### config.mk
export PLATFORM = sky130hd
export DESIGN_NAME = instr_decode_queue
export DESIGN_NICKNAME = d
export VERILOG_FILES = /design/src/rtl/instr_decode_queue.sv
export SDC_FILE = /design/constraint.sdc
export NUM_CORES = 1
export LEC_CHECK = 0
export ABC_CLOCK_PERIOD_IN_PS = 5050
export BUFFER_PORTS_ARGS = -buffer_cell sky130_fd_sc_hd__buf_2
export CORE_MARGIN = 2
export CORE_UTILIZATION = 40
export CTS_CLUSTER_SIZE = 30
export DETAILED_ROUTE_END_ITERATION = 7
export PLACE_DENSITY_LB_ADDON = 0.15
export SYNTH_ARGS = -nofsm -noshare
export SYNTH_HDL_FRONTEND = slang
export SYNTH_SLANG_ARGS = --single-unit
### constraint.sdc
create_clock -name clock -period 5.05 [get_ports clock]
set_input_delay 0.505 -clock clock [delete_from_list [all_inputs] [get_ports clock]]
set_output_delay 0.505 -clock clock [all_outputs]
set_load 0.05 [all_outputs]
### src/rtl/instr_decode_queue.sv
// Instruction FIFO between fetch and execute that presents the
// full decode of its head entry, with saturating retire statistics.
module instr_decode_queue #(
    parameter int DATA_WIDTH = 32,
    parameter int DEPTH      = 4,
    parameter int CNT_WIDTH  = 16
) (
    input  logic                       clock,
    input  logic                       reset,
    input  logic                       flush,
    input  logic                       in_valid,
    output logic                       in_ready,
    input  logic [31:0]                in_instr,
    output logic                       out_valid,
    input  logic                       out_ready,
    output logic [4:0]                 opcode,
    output logic [4:0]                 rd,
    output logic [4:0]                 rs,
    output logic [4:0]                 rt,
    output logic [4:0]                 shamt,
    output logic [4:0]                 aluop,
    output logic [DATA_WIDTH-1:0]      imm,
    output logic [26:0]                target,
    output logic                       is_add,
    output logic                       is_sub,
    output logic                       is_and,
    output logic                       is_or,
    output logic                       is_sll,
    output logic                       is_sra,
    output logic                       is_addi,
    output logic                       is_j,
    output logic                       is_bne,
    output logic                       is_jal,
    output logic                       is_jr,
    output logic                       is_blt,
    output logic                       is_sw,
    output logic                       is_lw,
    output logic                       is_setx,
    output logic                       is_bex,
    output logic                       is_illegal,
    output logic [$clog2(DEPTH):0]     depth_count,
    output logic [CNT_WIDTH-1:0]       retired_count,
    output logic [CNT_WIDTH-1:0]       illegal_count
);

    localparam int AW = $clog2(DEPTH);
    localparam logic [AW:0] FULL_CNT = (AW+1)'(DEPTH);

    logic [31:0]   mem [DEPTH];
    logic [AW-1:0] wr_ptr;
    logic [AW-1:0] rd_ptr;
    logic [AW:0]   count;
    logic [31:0]   head;
    logic          push;
    logic          pop;

    assign in_ready    = (count != FULL_CNT);
    assign out_valid   = (count != '0);
    assign depth_count = count;
    assign push        = in_valid & in_ready & ~flush;
    assign pop         = out_valid & out_ready & ~flush;
    assign head        = mem[rd_ptr];

    // Payload storage carries no reset; only pointers define validity.
    always_ff @(posedge clock) begin
        if (push)
            mem[wr_ptr] <= in_instr;
    end

    always_ff @(posedge clock) begin
        if (reset) begin
            wr_ptr <= '0;
            rd_ptr <= '0;
            count  <= '0;
        end else if (flush) begin
            wr_ptr <= '0;
            rd_ptr <= '0;
            count  <= '0;
        end else begin
            if (push)
                wr_ptr <= wr_ptr + AW'(1);
            if (pop)
                rd_ptr <= rd_ptr + AW'(1);
            if (push && !pop)
                count <= count + (AW+1)'(1);
            else if (pop && !push)
                count <= count - (AW+1)'(1);
        end
    end

    always_ff @(posedge clock) begin
        if (reset) begin
            retired_count <= '0;
            illegal_count <= '0;
        end else if (pop) begin
            if (retired_count != '1)
                retired_count <= retired_count + CNT_WIDTH'(1);
            if (is_illegal && illegal_count != '1)
                illegal_count <= illegal_count + CNT_WIDTH'(1);
        end
    end

    assign opcode = head[31:27];
    assign rd     = head[26:22];
    assign rs     = head[21:17];
    assign rt     = head[16:12];
    assign shamt  = head[11:7];
    assign aluop  = head[6:2];
    assign target = head[26:0];

    always_comb begin
        imm       = {DATA_WIDTH{head[16]}};
        imm[16:0] = head[16:0];
    end

    // Flags are gated by out_valid so an empty queue never looks like an op.
    always_comb begin
        is_add     = 1'b0;
        is_sub     = 1'b0;
        is_and     = 1'b0;
        is_or      = 1'b0;
        is_sll     = 1'b0;
        is_sra     = 1'b0;
        is_addi    = 1'b0;
        is_j       = 1'b0;
        is_bne     = 1'b0;
        is_jal     = 1'b0;
        is_jr      = 1'b0;
        is_blt     = 1'b0;
        is_sw      = 1'b0;
        is_lw      = 1'b0;
        is_setx    = 1'b0;
        is_bex     = 1'b0;
        is_illegal = 1'b0;
        if (out_valid) begin
            case (head[31:27])
                5'b00000: begin
                    case (head[6:2])
                        5'b00000: is_add     = 1'b1;
                        5'b00001: is_sub     = 1'b1;
                        5'b00010: is_and     = 1'b1;
                        5'b00011: is_or      = 1'b1;
                        5'b00100: is_sll     = 1'b1;
                        5'b00101: is_sra     = 1'b1;
                        default:  is_illegal = 1'b1;
                    endcase
                end
                5'b00101: is_addi    = 1'b1;
                5'b00001: is_j       = 1'b1;
                5'b00010: is_bne     = 1'b1;
                5'b00011: is_jal     = 1'b1;
                5'b00100: is_jr      = 1'b1;
                5'b00110: is_blt     = 1'b1;
                5'b00111: is_sw      = 1'b1;
                5'b01000: is_lw      = 1'b1;
                5'b10101: is_setx    = 1'b1;
                5'b10110: is_bex     = 1'b1;
                default:  is_illegal = 1'b1;
            endcase
        end
    end

endmodule

After elaboration in Yosys (flattened, before gate mapping)
Memory sizes are Yosys's and may differ from the RTL's. A register that Yosys moved wholly into a read port is not among the register bits.
Cells that the tools add are included.

storage, ports and cells
  bits in registers = 39
  memory bits (writable) = 128
  bits of input ports = 37
  output and inout port bits = 143
  word-level logic and storage cells = 96
  memories = 1

cells by class
  add/sub/neg operators = 6
  equality and inequality tests = 18
  multiplexer cells = 47
  bitwise logic cells = 5
  reductions and logical operators = 14

memories
  memory  depth  bits a word  rd ports  clocked after memory_dff  write ports  line  text
  mem     4      32           1         1                         1            49    logic [31:0] mem [DEPTH];

operator list
  cell                     number
  $mux W1                  42
  $add A16 B1 Y16 const B  2
  $ne A16 B16 Y1 const B   2
  $eq A5 B3 Y1 const B     6
  $eq A5 B2 Y1 const B     4
  $eq A5 B1 Y1 const B     2
  $eq A5 B5 Y1 const B     2
  $logic_not A5 Y1         2
  $reduce_or A10 Y1        1
  $mux W3                  2
  $reduce_or A6 Y1         1
  $eq A5 B4 Y1 const B     1
  $add A2 B1 Y2 const B    2
  $and A1 B1 Y1            4
  $mux W2                  2
  $reduce_and A2 Y1        2
  $add A3 B1 Y3 const B    1
  $logic_and A1 B1 Y1      3
  $ne A3 B3 Y1 const B     1
  $reduce_bool A3 Y1       1
  $sub A3 B1 Y3 const B    1
  $logic_not A1 Y1         2
  $pmux W1 S2              1
  $reduce_bool A2 Y1       1
  other kinds (2)          2

Depth between registers and ports, before layout
Gate-level depths: netlist of run 1.

  depth after elaboration = 7
  depth in mapped cells = 10
  mapped depth without buffers = 10

Worst setup path before layout of run 1
Ideal clock, no wire load.

  path type = register to output
  start point = reg (tool-made name)
  end point = out is_add
  arrival time = 3,383 ps
  required time = 4,545 ps
  setup slack = 1,162 ps
  cell stages (with the launch flop) = 7
  path buffers = 2
  cells stage by stage = dfxtp_1 -> buf_6 -> buf_12 -> mux4_1 -> nor4_1 -> nand3_1 -> nor4_1

RTL lines
  what           line  text
  end, declared  24    output logic is_add,

==> results of run 1 <==
## layer usage
metal	GRT usage	vias up	wire, um
met4	0.0585	0	238
met3	0.0432	18	839
met5	0	-	0
met1	0.192	2153	6310
li1	-	2094	-
met2	0.248	130	7130
## where the power goes
part | switching [mW] | total, mW | internal [mW]
Sequential | 0.00727 | 1.52 | 1.52
Clock | 0.557 | 1.20 | 0.644
Combinational | 0.243 | 0.312 | 0.0692
## flip-flops by register name (all words and copies together) (netlist names), named ones only
signal         flops
illegal_count     16
depth_count        3
retired_count     16
mem              128
wr_ptr             2
rd_ptr             2
## metrics by stage
stage	total power [mW]	std cells	setup slack, ns	utilization
global route	3.15	865	0.903	0.474
detailed placement	1.87	833	1.58	0.444
global placement	1.86	833	1.66	0.444
finish	3.04	866	1.16	0.474
floorplan	1.82	498	1.16	-
CTS	3.07	865	1.11	0.474
## synth_stat cells, types with 3 or more instances
cell type,count
and3_1,8
o21ai_0,6
clkbuf_1,13
ha_1,7
buf_4,57
buf_6,3
mux4_1,5
nand3_1,15
edfxtp_1,128
mux4_2,27
xnor2_1,7
nand2b_1,3
nor4_1,3
nor2_1,42
and2_1,5
nor3_1,5
xor2_1,12
or4_1,12
and4_1,3
a21oi_1,20
nand2_1,20
inv_1,9
nand4_1,8
o31ai_1,11
or3_1,5
dfxtp_1,41
## kinds of logic (layout without fill, tap and decap cells)
group,after synthesis,in the layout,synth area share
AO/OA/AOI/OAI,43,43,0.0361
XOR/XNOR,20,20,0.0251
adder cells (fa/ha/maj),8,8,0.0148
flip-flops,169,169,0.641
AND/OR/NAND/NOR,139,139,0.100
other,0,1,0
buffers and inverters,85,223,0.0787
multiplexers,34,34,0.104
## area by class of cell
class / count / share of cell area
multi-input cells: 244 / 0.241
repair buffers: 181 / 0.107
well taps: 229 / 0.0337
clock inverters: 13 / 0.0131
diodes: 1 / 0.000295
inverters: 10 / 0.00442
clock buffers: 19 / 0.0510
flip-flops and latches: 169 / 0.549
## worst reg2reg max path: cells and delay by family (launching register included)
family | cells | cell delay (ns)
AOI/OAI and AO/OA | 2 | 0.23
and+or+nand+nor | 3 | 1.42
DFF | 1 | 0.91
muxes | 1 | 0.56
## worst paths after layout
check,startpoint,end,slack (ns),cells after the start
worst max-delay path,flop,is_or,1.16,6
worst min register to register,illegal_count[15],illegal_count[15],0.50,2
worst min-delay path,in_instr[15],mem[3][15],0.29,1
worst max register to register,flop,illegal_count[3],1.87,6
==> metrics, run 1 <==
die width 139 um; clk_lat worst skew 0.43 ns; DRC Markers 0; first-pass GRT wire length 22.4 mm; RSZ-0062 raised after global routing no; critical path's slowest cell dfxtp_2; drt pass-1 iters 5; leakage power 3.15 nW; CP Launch Type flop; Max Transition Viols Final 0; initial antenna violation count 1; # H-tree levels 4; port buffer count roughly 180; vias in the first global route 4072; Synthesized Nets 543; Max Cap Viol 0; Total GRT Usage 0.151; clk buf depth 2; Final Cycle Share 0.771; Post CTS Setup Buffer Count 0; Ports 180; die footprint 0.0193 mm2; HPWL Detailed roughly 9.3 mm; layout cells sized above 1 0.392; crit end category output pin; Synth cell types 45; Die Y-Extent 139 um; Core ar. 0.0179 mm2; status complete, no violations; worst-path fanout max 32; Yosys top cell by area edfxtp_1; cts repair resizes 0; Slew headroom 0.277; Rows 49; post-route cell area 0.00849 mm2; via count 4395; CTS clk-pin slew, worst paths 0.07 ns; Peak VDD IR about 240 uV; commonest non-fill, non-tap cell in the layout buf_2; Worst path top cell family by delay simple AND/OR/NAND/NOR gates; Async S/R FF share, synth 0; initial core utilization 0.407; CTS tree done; Crit Path Class reg2out; Root Driver clkbuf_16; Hold Fails Final Rpt 0; synthesized area 0.00728 mm2; GRT overflow 0; fillers approximately 1600; Cell Area, Placed 0.00795 mm2; sequential cell area fraction in the yosys report 0.641; setup tns final 0 ns; largest net degree at the start of global routing 34; hold buffers post-CTS 0; Achievable Freq 257 MHz; synth top area cells edfxtp_1 (53%), dfxtp_1 (11%), mux4_2 (8.4%); drt wl/cell 16.8 um; Gate Count Post-Synth 498; clock sinks roughly 170; clk_skew 0.0112 ns; Worst EP required about 4.6 ns; routed wire length 14.5 mm; synthesis-to-finish area growth 16.7%; top_reg_cell synth edfxtp_1; Hold Path Class in2reg; post-synth top area share 0.528; Nets 668; Placer Congestion 0.801; critical path arrival 3.39 ns; CP Cell Sequence mux4_1 > nor4_1 > nand3_1 > or3b_2 > nor2_1 > buf_2; via/cell ratio 5.08; Synth Register Bits 169; first-iteration detailed-routing DRC count 276; Multi-input gate area 0.00205 mm2; pwr/cell area 357 mW/mm2; Yosys Warn Count 0; Slew @ Worst Pin 1.06 ns; syn avg cell area 14.6 um2; Num CTS Buffers 17; Post-DRT Antenna Nets 0; Final min period 3.89 ns; flip-flop and latch area 0.00467 mm2; number of synthesized flops with an enable pin 128; most frequent cells in the layout buf_2 (179), edfxtp_1 (128), nor2_1 (42); WHS 0.287 ns; CP max stage delay 0.91 ns; Final setup viols 0; worst path buffer plus inverter count 1
No activity file was read; power rests on OpenSTA's default activity.
==> inputs of run 2 (changes only) <==
--- a/config.mk
+++ b/config.mk
@@ -5,7 +5,7 @@
 export SDC_FILE = /design/constraint.sdc
 export NUM_CORES = 1
 export LEC_CHECK = 0
-export ABC_CLOCK_PERIOD_IN_PS = 5050
+export ABC_CLOCK_PERIOD_IN_PS = 3900
 export BUFFER_PORTS_ARGS = -buffer_cell sky130_fd_sc_hd__buf_2
 export CORE_MARGIN = 2
 export CORE_UTILIZATION = 40
==> constraint.sdc (replaced) <==
create_clock -name clock -period 3.9 [get_ports clock]
set_input_delay 0.39 -clock clock [delete_from_list [all_inputs] [get_ports clock]]
set_output_delay 0.39 -clock clock [all_outputs]
set_load 0.05 [all_outputs]
==> run 2 against run 1 <==
Against the previous run:
- critical path depth up 1
- clock power up 34%
- non-clock buffer count up 2
- worst setup slack worse by 0.85 ns
- flip-flop and latch count unchanged
- clock-buffer cell count down 2
- power up 31%
- combinational power up 29%
- first-iteration DRC count down 15%
- clock skew about the same
- global-route usage up 0.35 points
- largest power group unchanged
==> metrics, run 2 (same netlist as run 1, synthesis figures left out) <==
Top Registers mem (128), illegal_count (16), retired_count (16) (unchanged); Worst EP required 3.51 ns (was 4.55 ns); hold buffers post-CTS 0 (unchanged); crit end category output pin (unchanged); clk buf depth 2 (unchanged); RSZ-0062 raised after global routing no (unchanged); first-iteration detailed-routing DRC count 235 (was 276); met3 Usage GRT 0.0490 (was 0.0432); Clock power frac 0.404 (was 0.396); leakage power 3.17 nW (was 3.15 nW); clock sinks 169 (unchanged); Slew @ Worst Pin 1.04 ns (was 1.06 ns); Post CTS Setup Buffer Count 0 (unchanged); via count 4429 (was 4395); Root Driver clkbuf_16 (unchanged); status complete, no violations (unchanged); die width 139 um (unchanged); Ports 180 (unchanged); clk_lat worst skew 0.43 ns (about the same); layout cells sized above 1 0.394 (was 0.392); Cell Area, Placed 0.00796 mm2 (was 0.00795 mm2); GRT overflow 0 (unchanged); Crit Path Class reg2out (unchanged); Core Util, Final 0.477 (was 0.474); most frequent cells in the layout buf_2 (179), edfxtp_1 (128), nor2_1 (42) (unchanged); Core ar. 0.0179 mm2 (unchanged); Max Cap Viol 0 (unchanged); post-route cell area 0.00853 mm2 (was 0.00849 mm2); P_int 2.94 mW (was 2.23 mW); routed wire length 14.6 mm (was 14.5 mm); Tot Pwr 3.99 mW (was 3.04 mW); CTS clk-pin slew, worst paths 0.07 ns (about the same); switching pwr 1.04 mW (was 0.807 mW); Slew headroom 0.288 (was 0.277); cts repair resizes 0 (unchanged); clk_skew 0.0109 ns (was 0.0112 ns); Die Y-Extent 139 um (unchanged); sequential share of power 0.495 (was 0.502); vias in the first global route 4329 (was 4072); Switching Share 0.261 (was 0.266); drt pass-1 iters 4 (was 5); CP Launch Type flop (unchanged); initial core utilization 0.407 (unchanged); DRC Markers 0 (unchanged); Hold Fails Final Rpt 0 (unchanged); Combinational Power Share 0.101 (was 0.103); # H-tree levels 4 (unchanged); CTS tree done (unchanged); port buffer count 179 (unchanged); commonest non-fill, non-tap cell in the layout buf_2 (unchanged); pwr/cell area 467 mW/mm2 (was 357 mW/mm2); Nets 670 (was 668); initial antenna violation count 2 (was 1); synthesis-to-finish area growth 17.2% (was 16.7%); critical path arrival 3.21 ns (was 3.39 ns); Peak VDD IR 310 uV (was 242 uV); Hold Path Class in2reg (unchanged); R2R Setup Slk 0.74 ns (was 1.87 ns); worst-path fanout max 16 (was 32); Final setup viols 0 (unchanged); Final Cycle Share 0.922; first-pass GRT wire length 23.0 mm (was 22.4 mm); Achievable Freq 278 MHz; Reg with most FFs mem (unchanged); met2 Usage GRT 0.260 (was 0.248); drt wl/cell 16.8 um (about the same); max FFs per register 128 (unchanged); largest net degree at the start of global routing 34 (unchanged); setup tns final 0 ns (unchanged); Placer Congestion 0.813 (was 0.801); die footprint 0.0193 mm2 (unchanged); HPWL Detailed 9.48 mm (was 9.33 mm); Post-DRT Antenna Nets 0 (unchanged); met1 usage 0.189 (was 0.192); Total GRT Usage 0.155 (was 0.151); Final min period 3.60 ns; via/cell ratio 5.10 (was 5.08); Num CTS Buffers 17 (unchanged); GR peak layer met2 (unchanged); Max Transition Viols Final 0 (unchanged); Rows 49 (unchanged); WHS 0.172 ns (was 0.287 ns)
==> run 2: cell types whose count changed in the layout (fill, tap and decap cells not counted) <==
cell and delta:
inv_8 -1, clkinv_2 -1, bufinv_16 +1, diode_2 +1, inv_6 +1, buf_4 +2, clkinv_1 +1, clkbuf_1 -2
==> run 2: worst max-delay path, cell delays in order (launching register included) <==
cell and delay, ns:
dfxtp_2 0.41, buf_4 0.37, mux4_2 0.65, nor2_1 0.24, nand3_1 0.20, or3b_2 0.52
nor2_1 0.10, buf_2 0.27
==> run 2: final timing paths <==
path / to / start / cells past startpoint
worst max register to register: illegal_count[15] / flop / 7
worst max-delay path: is_or / flop / 7
worst min register to register: wr_ptr[1] / wr_ptr[1] / 2
worst min-delay path: mem[3][8] / in_instr[8] / 1
==> run 2: final cells by class <==
type                       instances  area (um2)
multi-input combinational        244        2050
tap                              229         287
clock buffer                      17         425
clock inverter                    14         138
antenna                            2        5.00
inverter                          10        37.5
timing repair buffer             183         926
fill                            1574        9370
sequential                       169        4670
==> run 2: through the flow <==
stage,setup slack (ns),cells
6_report,0.303,868
5_1_grt,0.0875,867
4_1_cts,0.252,866
3_5_place_dp,0.724,835
3_3_place_gp,0.778,835
2_1_floorplan,0.127,498
==> run 2: per-layer routing <==
metal / vias up / part of all wire
li1: 2100 / -
met1: 2182 / 0.43
met2: 128 / 0.50
met3: 19 / 0.057
met4: 0 / 0.012
met5: - / 0
==> run 2: power by group through the flow <==
stage	Clock [mW]	Combinational (mW)	Sequential [mW]
after floorplan	0	0.341	2.02
after CTS	1.64	0.409	1.97
after global placement	0	0.404	2.01
after detailed placement	0	0.409	2.01
after global routing	1.73	0.427	1.97
final	1.61	0.404	1.97
==> inputs of run 3 (changes only) <==
--- a/config.mk
+++ b/config.mk
@@ -5,13 +5,13 @@
 export SDC_FILE = /design/constraint.sdc
 export NUM_CORES = 1
 export LEC_CHECK = 0
-export ABC_CLOCK_PERIOD_IN_PS = 3900
 export BUFFER_PORTS_ARGS = -buffer_cell sky130_fd_sc_hd__buf_2
 export CORE_MARGIN = 2
 export CORE_UTILIZATION = 40
 export CTS_CLUSTER_SIZE = 30
 export DETAILED_ROUTE_END_ITERATION = 7
 export PLACE_DENSITY_LB_ADDON = 0.15
+export SETUP_SLACK_MARGIN = 0.5
 export SYNTH_ARGS = -nofsm -noshare
 export SYNTH_HDL_FRONTEND = slang
 export SYNTH_SLANG_ARGS = --single-unit
==> run 3 against run 2 <==
Against the previous run:
- clock skew down 0.0016 ns
- fmax up 11%
- sequential share of layout area down 0.46 points
- worst setup slack gained 0.36 ns
- final area up 0.89%
- die area unchanged
- combinational power barely moved
- sequential power about the same
- global-route usage decreased by 0.48 points
- wire length is 1.6% lower
- largest power group unchanged
==> metrics, run 3 (same netlist as run 1, synthesis figures left out) <==
switching pwr 1.08 mW (was 1.04 mW); critical path arrival 2.84 ns (was 3.21 ns); CP max stage delay 0.68 ns (was 0.65 ns); Combinational Power Share 0.099 (was 0.101); initial antenna violation count 0 (was 2); P_int 3.04 mW (was 2.94 mW); status complete, no violations (unchanged); Final Cycle Share 0.829 (was 0.922); Switching Share 0.262 (was 0.261); synthesis-to-finish area growth 18.3% (was 17.2%); clk_skew 0.00937 ns (was 0.0109 ns); CTS clk-pin slew, worst paths 0.07 ns (about the same); sequential share of power 0.479 (was 0.495); fillers 1551 (was 1574); placed cells 836 (was 835); WHS 0.182 ns (was 0.172 ns); critical path's slowest cell or4_4 (was mux4_2); worst-path fanout max 31 (was 16); Slew headroom 0.325 (was 0.288); clk_lat worst skew 0.42 ns (was 0.43 ns); Peak VDD IR 320 uV (was 310 uV); commonest non-fill, non-tap cell in the layout buf_2 (unchanged); Max Transition Viols Final 0 (unchanged); Worst EP required 3.51 ns (about the same); drt wl/cell 16.5 um (was 16.8 um); Nets 671 (was 670); drt pass-1 iters 4 (unchanged); Num CTS Buffers 17 (unchanged); post-route cell area 0.00861 mm2 (was 0.00853 mm2); clk buf depth 2 (unchanged); largest net degree at the start of global routing 34 (unchanged); layout cells sized above 1 0.407 (was 0.394); Top Registers mem (128), illegal_count (16), retired_count (16) (unchanged); leakage power 3.20 nW (was 3.17 nW); # H-tree levels 4 (unchanged); GRT overflow 0 (unchanged); Final min period 3.23 ns (was 3.60 ns); vias in the first global route 4182 (was 4329); max FFs per register 128 (unchanged); Max Cap Viol 0 (unchanged); Post CTS Setup Buffer Count 0 (unchanged); first-iteration detailed-routing DRC count 255 (was 235); Rows 49 (unchanged); CTS tree done (unchanged); Cell Area, Placed 0.00798 mm2 (was 0.00796 mm2); HPWL Detailed 9.45 mm (was 9.48 mm); die footprint 0.0193 mm2 (unchanged); port buffer count 179 (unchanged); die width 139 um (unchanged); CP Launch Type flop (unchanged); Hold Fails Final Rpt 0 (unchanged); Tot Pwr 4.12 mW (was 3.99 mW); Worst path top cell family by delay simple AND/OR/NAND/NOR gates (unchanged); pwr/cell area 478 mW/mm2 (was 467 mW/mm2); Placer Congestion 0.824 (was 0.813); clock sinks 169 (unchanged); routed wire length 14.3 mm (was 14.6 mm); Crit Path Class reg2out (unchanged); n_diodes 0 (was 2); Total GRT Usage 0.150 (was 0.155); RSZ-0062 raised after global routing no (unchanged); final std cells w/o fill 868 (unchanged); worst path buffer plus inverter count 2 (unchanged); crit end category output pin (unchanged); Slew @ Worst Pin 1.01 ns (was 1.04 ns); Hold Path Class in2reg (unchanged); Clock power frac 0.423 (was 0.404); Reg with most FFs mem (unchanged); Final setup viols 0 (unchanged); Die Y-Extent 139 um (unchanged); CP Cell Sequence mux4_2 > nand2b_1 > o22ai_1 > or4_4 > inv_2 > buf_2 (was buf_4 > mux4_2 > nor2_1 > nand3_1 > or3b_2 > nor2_1 > buf_2); Core ar. 0.0179 mm2 (unchanged); setup tns final 0 ns (unchanged); DRC Markers 0 (unchanged); most frequent cells in the layout buf_2 (177), edfxtp_1 (128), nor2_1 (39), dfxtp_1 (39), mux4_2 (28) (was buf_2 (179), edfxtp_1 (128), nor2_1 (42)); via count 4383 (was 4429); via/cell ratio 5.05 (was 5.10); first-pass GRT wire length 22.5 mm (was 23.0 mm); Post-DRT Antenna Nets 0 (unchanged); initial core utilization 0.407 (unchanged); Root Driver clkbuf_16 (unchanged); Achievable Freq 309 MHz (was 278 MHz); Ports 180 (unchanged)
## run 3: cell types whose count changed in the layout (fill, tap and decap cells not counted), moves of 2 or more
| cell | change |
|---|---|
| inv_8 | +6 |
| inv_6 | -3 |
| nor2_1 | -3 |
| nor2_2 | +3 |
| buf_2 | -2 |
| clkbuf_4 | +2 |
| clkinv_1 | -2 |
| diode_2 | -2 |
## run 3: worst register-to-register path, stage by stage (launching register included)
cell and delay (ns):
dfxtp_1 0.36, nor3_1 0.66, nor3b_1 0.11, buf_4 0.20
inv_1 0.16, ha_1 0.23, inv_1 0.06, fa_1 0.37
xor2_1 0.16, or3_1 0.31, a21oi_1 0.14
## run 3: path summary, 6_finish.rpt
path	from	end	slack, ns	cells past startpoint
worst max-delay path	flop	is_illegal	0.67	6
worst min-delay path	in_instr[14]	mem[1][14]	0.18	1
worst max register to register	depth_count[0]	depth_count[2]	1.08	10
worst min register to register	illegal_count[8]	illegal_count[8]	0.50	2
## run 3: per-stage QoR
| stage | setup WS, ns | util |
|---|---|---|
| 3_3_place_gp | 0.884 | 0.445 |
| 4_1_cts | 0.555 | 0.480 |
| 6_report | 0.667 | 0.481 |
| 2_1_floorplan | 0.127 | - |
| 3_5_place_dp | 0.852 | 0.445 |
| 5_1_grt | 0.522 | 0.481 |
## run 3: repair_timing
item / in CTS / in global routing
gates resized for setup: 2 / 4
endpoints found under the setup margin: 2 / 2
hold buffers: 0 / 0
## run 3: cell type report
cell class / count / area, um2 / share of cell area
inverter: 10 / 37.5 / 0.00436
clock buffer: 17 / 425 / 0.0494
tap: 229 / 287 / 0.0333
timing repair buffer: 184 / 938 / 0.109
clock inverter: 15 / 194 / 0.0225
multi-input combinational: 244 / 2060 / 0.239
sequential: 169 / 4670 / 0.543
## run 3: layer usage
layer,vias to the layer above,track usage,part of all wire
met5,-,0,0
met4,0,0.0537,0.010
met3,8,0.0404,0.050
met2,120,0.247,0.51
met1,2158,0.193,0.43
li1,2097,-,-
## run 3: power by group through the flow
stage	clock network (mW)	registers [mW]	logic [mW]
final	1.74	1.97	0.407
after CTS	1.78	1.97	0.410
after detailed placement	0	2.01	0.409
after floorplan	0	2.02	0.341
after global placement	0	2.01	0.403
after global routing	1.86	1.97	0.429
